### src/rtl/program_loader_pkg.sv
// program_loader_pkg
//   Shared instruction-set constants for the loader and its packer: word and
//   field widths, field bit positions, and the INSTR_* opcode values. The
//   format grouping in the packer is built from these names only.
package program_loader_pkg;

  localparam int INSTRUCTION_WIDTH = 33;
  localparam int WIDTH_OPCODE      = 5;
  localparam int REGFILE_ADDR_BITS = 4;
  localparam int IMMEDIATE_WIDTH   = 16;

  // Field positions inside the packed word
  localparam int OPC_LSB  = INSTRUCTION_WIDTH - WIDTH_OPCODE;   // 28
  localparam int SLOT0_LSB = OPC_LSB - REGFILE_ADDR_BITS;       // 24
  localparam int SLOT1_LSB = SLOT0_LSB - REGFILE_ADDR_BITS;     // 20
  localparam int SLOT2_LSB = SLOT1_LSB - REGFILE_ADDR_BITS;     // 16

  localparam logic [WIDTH_OPCODE-1:0] INSTR_NOP  = 5'd0;
  localparam logic [WIDTH_OPCODE-1:0] INSTR_LR   = 5'd1;
  localparam logic [WIDTH_OPCODE-1:0] INSTR_LI   = 5'd2;
  localparam logic [WIDTH_OPCODE-1:0] INSTR_SR   = 5'd3;
  localparam logic [WIDTH_OPCODE-1:0] INSTR_MOVE = 5'd4;
  localparam logic [WIDTH_OPCODE-1:0] INSTR_ADD  = 5'd5;
  localparam logic [WIDTH_OPCODE-1:0] INSTR_ADDI = 5'd6;
  localparam logic [WIDTH_OPCODE-1:0] INSTR_SUB  = 5'd7;
  localparam logic [WIDTH_OPCODE-1:0] INSTR_CMP  = 5'd8;
  localparam logic [WIDTH_OPCODE-1:0] INSTR_AND  = 5'd9;
  localparam logic [WIDTH_OPCODE-1:0] INSTR_OR   = 5'd10;
  localparam logic [WIDTH_OPCODE-1:0] INSTR_NOT  = 5'd11;
  localparam logic [WIDTH_OPCODE-1:0] INSTR_SHL  = 5'd12;
  localparam logic [WIDTH_OPCODE-1:0] INSTR_SHR  = 5'd13;
  localparam logic [WIDTH_OPCODE-1:0] INSTR_BNE  = 5'd14;
  localparam logic [WIDTH_OPCODE-1:0] INSTR_BE   = 5'd15;

endpackage

### src/rtl/program_loader_instr_field_pack.sv
// instr_field_pack
//   Combinational packer: places decoded fields into the canonical word for
//   the opcode, zeroing every field that format does not use. Opcodes with no
//   defined format raise illegal and produce an all-zero word.
// Ports:
//   opcode, rd, rs1, rs2, imm : decoded instruction fields
//   word                      : packed INSTRUCTION_WIDTH-bit word
//   illegal                   : opcode has no defined format
module instr_field_pack
  import program_loader_pkg::*;
(
  input  logic [WIDTH_OPCODE-1:0]      opcode,
  input  logic [REGFILE_ADDR_BITS-1:0] rd,
  input  logic [REGFILE_ADDR_BITS-1:0] rs1,
  input  logic [REGFILE_ADDR_BITS-1:0] rs2,
  input  logic [IMMEDIATE_WIDTH-1:0]   imm,
  output logic [INSTRUCTION_WIDTH-1:0] word,
  output logic                         illegal
);

  always_comb begin
    word    = '0;
    illegal = 1'b0;
    word[OPC_LSB +: WIDTH_OPCODE] = opcode;
    case (opcode)
      INSTR_NOP: ;
      INSTR_LR, INSTR_SR, INSTR_SHL, INSTR_SHR, INSTR_BNE, INSTR_BE: begin
        word[SLOT0_LSB +: REGFILE_ADDR_BITS] = rd;
        word[SLOT1_LSB +: REGFILE_ADDR_BITS] = rs1;
        word[0 +: IMMEDIATE_WIDTH]           = imm;
      end
      INSTR_LI, INSTR_ADDI: begin
        word[SLOT0_LSB +: REGFILE_ADDR_BITS] = rd;
        word[0 +: IMMEDIATE_WIDTH]           = imm;
      end
      INSTR_MOVE, INSTR_NOT: begin
        word[SLOT0_LSB +: REGFILE_ADDR_BITS] = rd;
        word[SLOT1_LSB +: REGFILE_ADDR_BITS] = rs1;
      end
      INSTR_ADD, INSTR_SUB, INSTR_AND, INSTR_OR: begin
        word[SLOT0_LSB +: REGFILE_ADDR_BITS] = rd;
        word[SLOT1_LSB +: REGFILE_ADDR_BITS] = rs1;
        word[SLOT2_LSB +: REGFILE_ADDR_BITS] = rs2;
      end
      // Compare has no destination: its sources move up one slot
      INSTR_CMP: begin
        word[SLOT0_LSB +: REGFILE_ADDR_BITS] = rs1;
        word[SLOT1_LSB +: REGFILE_ADDR_BITS] = rs2;
      end
      default: begin
        word    = '0;
        illegal = 1'b1;
      end
    endcase
  end

endmodule

### src/rtl/program_loader.sv
// program_loader
//   Accepts decoded instruction fields over a valid/ready stream, packs each
//   into a word and writes it to consecutive instruction-memory addresses
//   starting at a programmed base.
// Ports:
//   clk, reset                 : clock, asynchronous active-high reset
//   start, base_addr           : begin a session at base_addr (ignored while busy)
//   in_valid/in_ready          : field-stream handshake
//   in_opcode..in_imm, in_last : instruction fields, final-beat marker
//   mem_we, mem_addr, mem_wdata: registered instruction-memory write port
//   busy, done, count          : session status, end pulse, words written
//   err_opcode, err_overflow   : sticky error flags, cleared by start
module program_loader
  import program_loader_pkg::*;
#(
  parameter int ADDR_BITS = 8
) (
  input  logic                         clk,
  input  logic                         reset,
  input  logic                         start,
  input  logic [ADDR_BITS-1:0]         base_addr,
  input  logic                         in_valid,
  output logic                         in_ready,
  input  logic [WIDTH_OPCODE-1:0]      in_opcode,
  input  logic [REGFILE_ADDR_BITS-1:0] in_rd,
  input  logic [REGFILE_ADDR_BITS-1:0] in_rs1,
  input  logic [REGFILE_ADDR_BITS-1:0] in_rs2,
  input  logic [IMMEDIATE_WIDTH-1:0]   in_imm,
  input  logic                         in_last,
  output logic                         mem_we,
  output logic [ADDR_BITS-1:0]         mem_addr,
  output logic [INSTRUCTION_WIDTH-1:0] mem_wdata,
  output logic                         busy,
  output logic                         done,
  output logic [ADDR_BITS:0]           count,
  output logic                         err_opcode,
  output logic                         err_overflow
);

  localparam logic [0:0] ST_IDLE = 1'b0;
  localparam logic [0:0] ST_LOAD = 1'b1;

  logic [0:0]                   state;
  logic [ADDR_BITS-1:0]         addr;
  logic [INSTRUCTION_WIDTH-1:0] word_p0;
  logic                         illegal_p0;
  logic                         vld_p1;
  logic [ADDR_BITS-1:0]         addr_p1;
  logic [INSTRUCTION_WIDTH-1:0] wdata_p1;
  logic                         done_p1;
  logic                         accept;
  logic                         legal_acc;
  logic                         addr_max;
  logic                         end_sess;
  logic                         start_ok;

  instr_field_pack u_pack (
    .opcode  (in_opcode),
    .rd      (in_rd),
    .rs1     (in_rs1),
    .rs2     (in_rs2),
    .imm     (in_imm),
    .word    (word_p0),
    .illegal (illegal_p0)
  );

  assign in_ready  = (state == ST_LOAD);
  assign accept    = in_valid && in_ready;
  assign legal_acc = accept && !illegal_p0;
  assign addr_max  = &addr;
  // A legal write to the top address ends the session even without in_last
  assign end_sess  = accept && (in_last || (!illegal_p0 && addr_max));
  // The done cycle is already IDLE, but still counts as busy for start
  assign start_ok  = start && (state == ST_IDLE) && !done_p1;

  // ---- p0 -> p1: accepted beat becomes a registered memory write ----
  always_ff @(posedge clk or posedge reset) begin
    if (reset) begin
      state        <= ST_IDLE;
      addr         <= '0;
      count        <= '0;
      err_opcode   <= 1'b0;
      err_overflow <= 1'b0;
      vld_p1       <= 1'b0;
      addr_p1      <= '0;
      wdata_p1     <= '0;
      done_p1      <= 1'b0;
    end else begin
      vld_p1  <= legal_acc;
      done_p1 <= end_sess;
      if (legal_acc) begin
        addr_p1  <= addr;
        wdata_p1 <= word_p0;
      end
      if (start_ok) begin
        state        <= ST_LOAD;
        addr         <= base_addr;
        count        <= '0;
        err_opcode   <= 1'b0;
        err_overflow <= 1'b0;
      end else if (accept) begin
        if (illegal_p0) begin
          err_opcode <= 1'b1;
        end else begin
          count <= count + {{ADDR_BITS{1'b0}}, 1'b1};
          if (!addr_max) begin
            addr <= addr + {{(ADDR_BITS-1){1'b0}}, 1'b1};
          end else if (!in_last) begin
            err_overflow <= 1'b1;
          end
        end
        if (end_sess) begin
          state <= ST_IDLE;
        end
      end
    end
  end

  assign mem_we    = vld_p1;
  assign mem_addr  = addr_p1;
  assign mem_wdata = wdata_p1;
  assign done      = done_p1;
  assign busy      = (state == ST_LOAD) || done_p1;

endmodule

### config.mk
export PLATFORM = sky130hd
export DESIGN_NAME = program_loader
export DESIGN_NICKNAME = d
export VERILOG_FILES = /design/src/rtl/program_loader_pkg.sv /design/src/rtl/program_loader_instr_field_pack.sv /design/src/rtl/program_loader.sv
export SDC_FILE = /design/constraint.sdc
export NUM_CORES = 1
export LEC_CHECK = 0
export ABC_CLOCK_PERIOD_IN_PS = 5500
export CORE_UTILIZATION = 48
export CTS_BUF_LIST = sky130_fd_sc_hd__clkbuf_16
export DETAILED_ROUTE_END_ITERATION = 12
export PLACE_DENSITY = 0.86
export SLEW_MARGIN = 15
export SYNTH_ARGS = -nofsm -noshare
export SYNTH_HDL_FRONTEND = slang
export SYNTH_SLANG_ARGS = --single-unit
### constraint.sdc
create_clock -name clk -period 5.5 [get_ports clk]
set_input_delay 0.825 -clock clk [delete_from_list [all_inputs] [get_ports clk]]
set_output_delay 0.825 -clock clk [all_outputs]
set_load 0.1 [all_outputs]
==> flow_metrics.env <==
export IMPL_worst_ep_arrival_time_ns=3.37
export IMPL_synth_edf_count=0
export IMPL_syn_inst=261
export IMPL_syn_area_per_cell_um2=10.5
export IMPL_synth_top_area_share_pct=57.3
export IMPL_grt_util_met1_pct=28.2
export IMPL_wl_mm=6.64
export IMPL_cts_root_buf="clkbuf_16"
export IMPL_grt_pass1_wl_mm=11.0
export IMPL_end_kind="flop"
export IMPL_cts_tree="done"
export IMPL_drc=0
export IMPL_finalHoldViolations=0
export IMPL_dp_cells=421
export IMPL_die_area_mm2=0.00604
export IMPL_nets=408
export IMPL_maxCapViolCount=0
export IMPL_clockBufferDepth=2
export IMPL_synth_seq_cells=63
export IMPL_crit_type="in -> reg"
export IMPL_ir_drop_mv=0.560
export IMPL_worstMarginPinSlew_ns=1.18
export IMPL_cts_resized=0
export IMPL_synth_warnings=0
export IMPL_gr_usage_all_layers_pct=23.6
export IMPL_synthFlopType="dfrtp_1"
export IMPL_relSlewSlack_pct=20.0
export IMPL_globalRouteMet2Util_pct=38.9
export IMPL_via_count=2326
export IMPL_grt_busiest_layer="met2"
export IMPL_ys_types=42
export IMPL_setup_worst_path_start_class="input port"
export IMPL_hold_class="reg -> reg"
export IMPL_grt_use_met3_pct=8.59
export IMPL_overflow=0
export IMPL_drtIter0Drc=131
export IMPL_cts_sinks=63
export IMPL_leakage_nw=1.82
export IMPL_fillCellCount=400
export IMPL_grt_start_max_net_pins=64
export IMPL_die_w_um=77.7
export IMPL_critPathMaxStageDelay_ns=0.85
export IMPL_vias_per_cell=5.33
export IMPL_slowest_stage="inv_1"
export IMPL_tns_ns=0
export IMPL_cts_inserted_buffers=9
export IMPL_insertion_delay_ns=0.32
export IMPL_min_period_ns=3.18
export IMPL_grt_pass1_vias=2420
export IMPL_p_per_area_mw_per_mm2=669
export IMPL_stdcell_area_mm2=0.00405
export IMPL_postCtsHoldBufs=0
export IMPL_start_util_pct=49.9
export IMPL_setup_viol=0
export IMPL_finalNonFillerCells=436
export IMPL_core_area_mm2=0.00551
export IMPL_crit_required_ns=5.69
export IMPL_synth_seq_area_share_pct=57.3
export IMPL_finalWorstSetupSlack_ns=2.32
export IMPL_fin_crit_sh_pct=57.8
export IMPL_wl_per_cell_um=15.2
export IMPL_grt_antenna_before_repair=0
export IMPL_cts_setup_buffers=0
export IMPL_num_antenna_cells=0
export IMPL_path_cells="clkdlybuf4s50_1, nand3b_4, inv_1, nand4_1, nor4b_1, a211oi_1"
export IMPL_htreeDepth=3
export IMPL_yosysTopAreaCell="dfrtp_1"
export IMPL_ant_nets=0
export IMPL_first_pass_iters=4
export IMPL_async_flop_share_pct=100
export IMPL_crit_buf_inv=2
export IMPL_cp_max_fo=51
export IMPL_place_congestion=0.825
export IMPL_cp_top_family="buffers and inverters"
export IMPL_hpwl_mm=4.49
export IMPL_status="complete, no violations"
export IMPL_placed_area_mm2=0.00377
export IMPL_fin_worst_skew_ns=0.00551
export IMPL_rsz0062_at_grt="false"
export IMPL_drive_gt1_share_pct=4.95
export IMPL_die_h_um=77.7
export IMPL_final_core_util_pct=73.6
export IMPL_pin_count=102
export IMPL_syn_area_mm2=0.00275
export IMPL_clk_pin_slew_ns=0.05
export IMPL_port_buffers=101
export IMPL_syn2layout_area_growth_pct=47.4
export IMPL_rows=27
export IMPL_slew_viol_final=0
export IMPL_fmax_mhz=315
export IMPL_place_ws_ns=1.98
export IMPL_synth_area_top_cells="dfrtp_1, nand2_1, a22o_1, nor2_1, o21ai_0"
export IMPL_syn_nets=309
## flip-flops by register name, summed over array words and instances, names as in the netlist
signal and count:
mem_addr 8, addr 8, mem_we 1, err_opcode 1, count 9, mem_wdata 33
err_overflow 1, done 1, in_ready 1
## tightest hold or removal path: cells and delay by family, from the launching register on
kind	cells	cell delay, ns
DFF	1	0.34
and+or+nand+nor	2	0.10
## kinds of logic after synthesis
logic type	share of synthesized area (%)
compound gates	14.8
flops	57.3
buf+inv	3.64
mux	1.46
fa+ha+maj	0.910
xor+xnor	2.55
simple gates	19.3
## final timing paths
path	slack, ns	end	depth (start not counted)	from
max	2.32	addr[6]$_DFFE_PP0P_	6	in_valid
min	0.47	mem_addr[4]$_DFFE_PP0P_	2	mem_addr[4]$_DFFE_PP0P_
max reg2reg	2.95	addr[6]$_DFFE_PP0P_	5	in_ready$_DFFE_PP0P_
min reg2reg	0.47	mem_addr[4]$_DFFE_PP0P_	2	mem_addr[4]$_DFFE_PP0P_
max in group asynchronous	3.96	addr[5]$_DFFE_PP0P_	3	reset
min in group asynchronous	1.03	mem_addr[3]$_DFFE_PP0P_	3	reset
## Yosys cell counts (3+ instances only)
cell      count
mux2i_1       4
a22o_1       20
and4_1        3
dfrtp_1      63
nor2b_1       3
a221oi_1      4
nand2_1      54
a22oi_1       4
o21ai_0      10
a21oi_1       8
inv_1         4
nand4_1       3
xnor2_1       3
nor2_1       24
buf_2         7
a211oi_1      3
xor2_1        5
nand3_1       7
and3_1        3
## cell type report
cell class	count	area, um^2	share of cell area [%]
well taps	72	90.1	2.22
inverters	4	15.0	0.370
multi-input cells	180	1070	26.5
clock inverters	6	53.8	1.33
clock buffers	9	225	5.56
repair buffers	102	1020	25.1
flip-flops and latches	63	1580	38.9
## metrics by stage
| stage | hold slack [ns] | power, W |
|---|---|---|
| CTS | 0.475 | 0.00272 |
| finish | 0.471 | 0.00271 |
| floorplan | 0.489 | 0.00182 |
| global placement | 0.457 | 0.00216 |
| global route | 0.498 | 0.00280 |
| detailed placement | 0.462 | 0.00218 |
## layer usage
metal | up-vias | routed length [um]
met5 | - | 0
met4 | 0 | 97
met3 | 10 | 552
met2 | 83 | 3180
met1 | 1121 | 2810
li1 | 1112 | -
## placed cells by master (no fill, tap or decap), types with 4 or more instances in the layout
cell type,netlist,routed
clkdlybuf4s50_1,0,101
dfrtp_1,63,63
nand2_1,54,54
nor2_1,24,24
a22o_1,20,20
o21ai_0,10,10
clkbuf_16,0,9
a21oi_1,8,8
nand3_1,7,7
xor2_1,5,5
inv_1,4,4
mux2i_1,4,4
a221oi_1,4,4
a22oi_1,4,4
## power breakdown
part | switching [W] | internal (W)
Clock | 0.000193 | 0.000342
Combinational | 0.00110 | 0.000336
Sequential | 0.000124 | 0.000612
Note: power is estimated with default switching activity, not from simulation.
